### config.mk
export PLATFORM = sky130hd
export DESIGN_NAME = seg_scan_driver
export DESIGN_NICKNAME = d
export VERILOG_FILES = /design/src/rtl/seg_scan_driver.sv
export SDC_FILE = /design/constraint.sdc
export NUM_CORES = 1
export LEC_CHECK = 0
export CORE_ASPECT_RATIO = 0.8
export CORE_UTILIZATION = 55
export DETAILED_ROUTE_END_ITERATION = 10
export PLACE_DENSITY = 0.79
export SYNTH_ARGS = -nofsm -noshare
export SYNTH_HDL_FRONTEND = slang
export SYNTH_SLANG_ARGS = --single-unit
### constraint.sdc
create_clock -name clk -period 3.39 [get_ports clk]
set_input_delay 0.678 -clock clk [delete_from_list [all_inputs] [get_ports clk]]
set_output_delay 0.678 -clock clk [all_outputs]
set_load 0.01 [all_outputs]
### src/rtl/seg_scan_driver.sv
// rtl/seg_scan_driver.sv - double-buffered 8-digit 7-segment scan driver; optional blink under SEG_BLINK_EN
module seg_scan_driver #(
  parameter int SCAN_DIV     = 1000,
  parameter int BLINK_FRAMES = 64
) (
  input  logic        clk,
  input  logic        nRST,
  input  logic [31:0] digits_in,
  input  logic [7:0]  dp_in,
  input  logic        load,
  output logic        ready,
  output logic [7:0]  os_ENS,
  output logic [7:0]  os_COM,
  output logic        frame_start
`ifdef SEG_BLINK_EN
  ,
  input  logic [7:0]  blink_mask
`endif
);

  localparam logic [15:0] PRESC_LAST = 16'(SCAN_DIV - 1);

  logic [15:0] presc_q, presc_d;
  logic [2:0]  idx_q, idx_d;
  logic        pending_q, pending_d;
  logic [31:0] act_dig_q, act_dig_d, pend_dig_q, pend_dig_d;
  logic [7:0]  act_dp_q, act_dp_d, pend_dp_q, pend_dp_d;
  logic [7:0]  com_q, com_d, ens_q, ens_d;
  logic        fs_q, fs_d;
  logic        slot_last, frame_last;
  logic [3:0]  code_sel;
  logic        blank_digit;
  logic [7:0]  com_onehot;

  function automatic logic [6:0] glyph(input logic [3:0] code);
    case (code)
      4'h0: glyph = 7'b1111110;
      4'h1: glyph = 7'b0110000;
      4'h2: glyph = 7'b1101101;
      4'h3: glyph = 7'b1111001;
      4'h4: glyph = 7'b0110011;
      4'h5: glyph = 7'b1011011;
      4'h6: glyph = 7'b1011111;
      4'h7: glyph = 7'b1110000;
      4'h8: glyph = 7'b1111111;
      4'h9: glyph = 7'b1111011;
      4'hA: glyph = 7'b0000001;
      4'hB: glyph = 7'b1100111;
      4'hC: glyph = 7'b0011111;
      4'hD: glyph = 7'b0111100;
      4'hE: glyph = 7'b0001110;
      default: glyph = 7'b0000000;
    endcase
  endfunction

`ifdef SEG_BLINK_EN
  localparam int FC_W = (BLINK_FRAMES > 1) ? $clog2(BLINK_FRAMES) : 1;
  localparam logic [FC_W-1:0] FC_LAST = FC_W'(BLINK_FRAMES - 1);

  logic [FC_W-1:0] fc_q, fc_d;
  logic            blink_on_q, blink_on_d;

  always_comb begin
    fc_d       = fc_q;
    blink_on_d = blink_on_q;
    if (frame_last) begin
      if (fc_q == FC_LAST) begin
        fc_d       = '0;
        blink_on_d = ~blink_on_q;
      end else begin
        fc_d = fc_q + 1'b1;
      end
    end
  end

  always_ff @(posedge clk) begin
    if (!nRST) begin
      fc_q       <= '0;
      blink_on_q <= 1'b1;
    end else begin
      fc_q       <= fc_d;
      blink_on_q <= blink_on_d;
    end
  end

  assign blank_digit = ~blink_on_q & blink_mask[idx_q];
`else
  logic unused_blink_frames;
  assign unused_blink_frames = ^BLINK_FRAMES;
  assign blank_digit         = 1'b0;
`endif

  assign slot_last  = (presc_q == PRESC_LAST);
  assign frame_last = slot_last && (idx_q == 3'd7);
  assign code_sel   = act_dig_q[{idx_q, 2'b00} +: 4];
  assign com_onehot = 8'h80 >> idx_q;

  always_comb begin
    presc_d    = slot_last ? 16'd0 : presc_q + 16'd1;
    idx_d      = slot_last ? idx_q + 3'd1 : idx_q;
    pending_d  = pending_q;
    act_dig_d  = act_dig_q;
    act_dp_d   = act_dp_q;
    pend_dig_d = pend_dig_q;
    pend_dp_d  = pend_dp_q;
    // load needs pending=0 and transfer needs pending=1, so they never collide
    if (load && !pending_q) begin
      pend_dig_d = digits_in;
      pend_dp_d  = dp_in;
      pending_d  = 1'b1;
    end else if (frame_last && pending_q) begin
      act_dig_d = pend_dig_q;
      act_dp_d  = pend_dp_q;
      pending_d = 1'b0;
    end

    // first cycle of every slot is blanked to stop ghosting between digits
    if (presc_q == 16'd0) begin
      com_d = 8'hFF;
      ens_d = 8'h00;
    end else begin
      com_d = ~com_onehot;
      ens_d = blank_digit ? 8'h00 : {glyph(code_sel), act_dp_q[idx_q]};
    end
    fs_d = (presc_q == 16'd0) && (idx_q == 3'd0);
  end

  always_ff @(posedge clk) begin
    if (!nRST) begin
      presc_q    <= '0;
      idx_q      <= '0;
      pending_q  <= 1'b0;
      act_dig_q  <= 32'hFFFF_FFFF;
      act_dp_q   <= '0;
      pend_dig_q <= 32'hFFFF_FFFF;
      pend_dp_q  <= '0;
      com_q      <= 8'hFF;
      ens_q      <= 8'h00;
      fs_q       <= 1'b0;
    end else begin
      presc_q    <= presc_d;
      idx_q      <= idx_d;
      pending_q  <= pending_d;
      act_dig_q  <= act_dig_d;
      act_dp_q   <= act_dp_d;
      pend_dig_q <= pend_dig_d;
      pend_dp_q  <= pend_dp_d;
      com_q      <= com_d;
      ens_q      <= ens_d;
      fs_q       <= fs_d;
    end
  end

  assign ready       = ~pending_q;
  assign os_COM      = com_q;
  assign os_ENS      = ens_q;
  assign frame_start = fs_q;

endmodule

==> results.json <==
{
  "yosys_warnings": 0,
  "regArea_um2": 2340,
  "max_stage_delay_ns": 0.56,
  "cts_buffers": 17,
  "dpl.hpwl_um": 7030,
  "totalWireLength_um": 10600,
  "multiInputGateArea_um2": 2280,
  "fmax_mhz": 384,
  "final_cells": 732,
  "status": "finished, final reports clean",
  "cts_resized": 0,
  "syn_nets": 618,
  "critPathLaunch": "idx_q[0]",
  "area_growth_pct": 24.4,
  "hold_path_class": "flop to flop",
  "setup_viol": 0,
  "synth_area_um2": 4870,
  "grt_pass1_vias": 3883,
  "hold_buffers": 0,
  "die-area_um2": 9240,
  "port_buffers": 60,
  "start_util_pct": 57.2,
  "cts_buffer_depth": 2,
  "grt_pass1_wl_um": 18200,
  "insertedDiodeCount": 0,
  "cp-start-kind": "flop",
  "post_cts_buffers": 0,
  "crit_path_end_kind": "flop",
  "synth_cells": 560,
  "reg2regPathDepth": 6,
  "drt-pass1-iter-count": 4,
  "dp_slack_ns": 0.786,
  "num_io_pins": 61,
  "dpl-instance-area_um2": 5480,
  "rsz0062_at_grt": "false",
  "hold_viol_final": 0,
  "ys_types": 41,
  "cts_tree": "built",
  "holdWs_ns": 0.462,
  "timing.final.ws_setup_ns": 0.783,
  "place.gp.congestion": 0.874,
  "core-area_um2": 8520,
  "dp.cells": 701,
  "powerDensity_nw_per_um2": 555,
  "antenna_left": 0,
  "cp_cell_sequence": "mux4_2, mux2i_1, inv_1, ha_1, mux2_2, a211oi_1",
  "synth-seq-area-share_pct": 48.1,
  "dr.first_iter.drc_count": 223,
  "worst_pin_slew_ns": 0.683,
  "finalSetupTns_ns": 0,
  "post_synth.cell_area_avg_um2": 8.70,
  "cap_violations": 0,
  "grt_max_degree": 69,
  "maxSlewHeadroom_pct": 54.5,
  "drive_gt1_share_pct": 9.68,
  "clkTransAtPathRegs_ns": 0.06,
  "worstPathMaxFanout": 8,
  "period_share_pct": 76.9,
  "final_max_slew_viol_count": 0,
  "core.rowCount": 30,
  "wl_per_cell_um": 14.5,
  "hold_depth": 2,
  "critPathSlowestCell": "dfxtp_1",
  "stdcell_area_um2": 6060,
  "vias": 4115,
  "cp_data_required_time_ns": 3.83,
  "clkLatencyLatePin_ns": 0.52,
  "grt-ovfl-total": 0,
  "cp.arrival_ns": 3.05,
  "min-delay-start": "pend_dp_q[2]",
  "min_period_ns": 2.61,
  "track_usage_pct": 25.5,
  "timing.rr.start": "idx_q[0]",
  "critical_path_class": "flop to flop",
  "avgViaCountPerCell": 5.62,
  "vdd_drop_max_mv": 0.435,
  "die_w_um": 107,
  "die_y_um": 86.2,
  "synth-seq-cells": 117,
  "antenna_found_initial": 0,
  "cts_sinks": 117,
  "power_leakage_nw": 2.20,
  "cts.htree.levels": 4,
  "nFillCells": 652,
  "cts_root_buf": "clkbuf_8",
  "num-nets-final": 666,
  "drc": 0,
  "finalClockSkew_ns": 0.00734
}
[metal layers]
metal / track usage (%) / part of all wire, % / vias to the layer above
li1: - / - / 2037
met5: 0 / 0 / -
met3: 7.82 / 5.9 / 9
met1: 34.7 / 48 / 1955
met2: 38.8 / 45 / 114
met4: 8.22 / 0.99 / 0
[cell usage after synthesis (all sizes together)]
cell    count  area [µm²]
mux2i       6        63.8
buf        12        92.6
nor4b       1        8.76
nand2b      1        6.26
xor2        3        26.3
mux4       10         225
dfxtp     117        2340
nand3     109         546
nand4       3        18.8
clkbuf     27         101
nor4        7        58.8
o21ai      43         215
nand2     106         400
or4         4        37.5
nor2       20        75.1
a41o        1        10.0
o21a        1        7.51
a31oi       1        6.26
and2        4        25.0
a211oi      4        30.0
mux2        3        33.8
nor2b       1        6.26
xnor2      10        87.6
and3        2        12.5
o32ai       3        26.3
inv        15        56.3
a21oi      21         105
ha         15         188
nor3        6        30.0
a41oi       1        8.76
a221oi      1        8.76
or3         2        12.5
[power breakdown]
group / switching (mW) / internal (mW)
registers: 0.0244 / 1.42
logic: 0.0832 / 0.0836
clock network: 0.625 / 1.13
total: 0.732 / 2.63
[layout make-up]
cell class / instances / share of cell area, %
well taps: 112 / 2.31
inverters: 15 / 0.929
multi-input cells: 389 / 37.6
repair buffers: 68 / 10.8
flip-flops and latches: 117 / 38.6
clock buffers: 18 / 7.06
clock inverters: 13 / 2.62
[registers in the layout, indices dropped and copies added, names as in the netlist]
name,count
act_dig_q,32
pend_dig_q,32
presc_q,16
act_dp_q,8
os_COM,8
os_ENS,8
pend_dp_q,8
idx_q,3
frame_start,1
pending_q,1
[logic make-up (layout without fill, tap and decap cells)]
group | after synthesis | after routing | synth area share, %
AO/OA/AOI/OAI | 76 | 76 | 8.58
multiplexers | 19 | 19 | 6.63
adder cells (fa/ha/maj) | 15 | 15 | 3.85
XOR/XNOR | 13 | 13 | 2.34
buffers and inverters | 54 | 114 | 5.14
AND/OR/NAND/NOR | 266 | 266 | 25.4
flip-flops | 117 | 117 | 48.1
[cell usage in the layout (no fill, tap or decap), drive strengths merged, types with 2 or more instances in the layout]
cell type	instances
mux4	10
nand4	3
clkinv	4
mux2i	6
inv	15
o32ai	3
or4	4
a211oi	4
clkinvlp	6
nor2	20
xor2	3
nand2	106
a21oi	21
and3	2
buf	9
and2	4
dfxtp	117
mux2	3
bufinv	3
clkbuf	18
or3	2
nand3	109
nor4	7
clkdlybuf4s50	59
xnor2	10
nor3	6
o21ai	43
ha	15
[worst max-delay path, delay by kind of cell, from the launching register on]
kind                       cells  cell delay (ns)
AOI/OAI and AO/OA              1             0.21
buffers and inverters          1             0.20
adders and majority gates      1             0.25
DFF                            1             0.56
muxes                          3             1.30
[metrics by stage]
step / utilization (%) / power (mW)
floorplan: - / 1.56
global placement: 64.3 / 1.63
detailed placement: 64.3 / 1.64
CTS: 71.2 / 3.38
global route: 71.2 / 3.46
finish: 71.2 / 3.36
[worst paths after layout]
check	to	slack, ns
worst max register to register	os_ENS[3]	0.78
worst max-delay path	os_ENS[3]	0.78
worst min register to register	pend_dp_q[2]	0.46
worst min-delay path	pend_dp_q[2]	0.46
No activity file was read; power rests on OpenSTA's default activity.
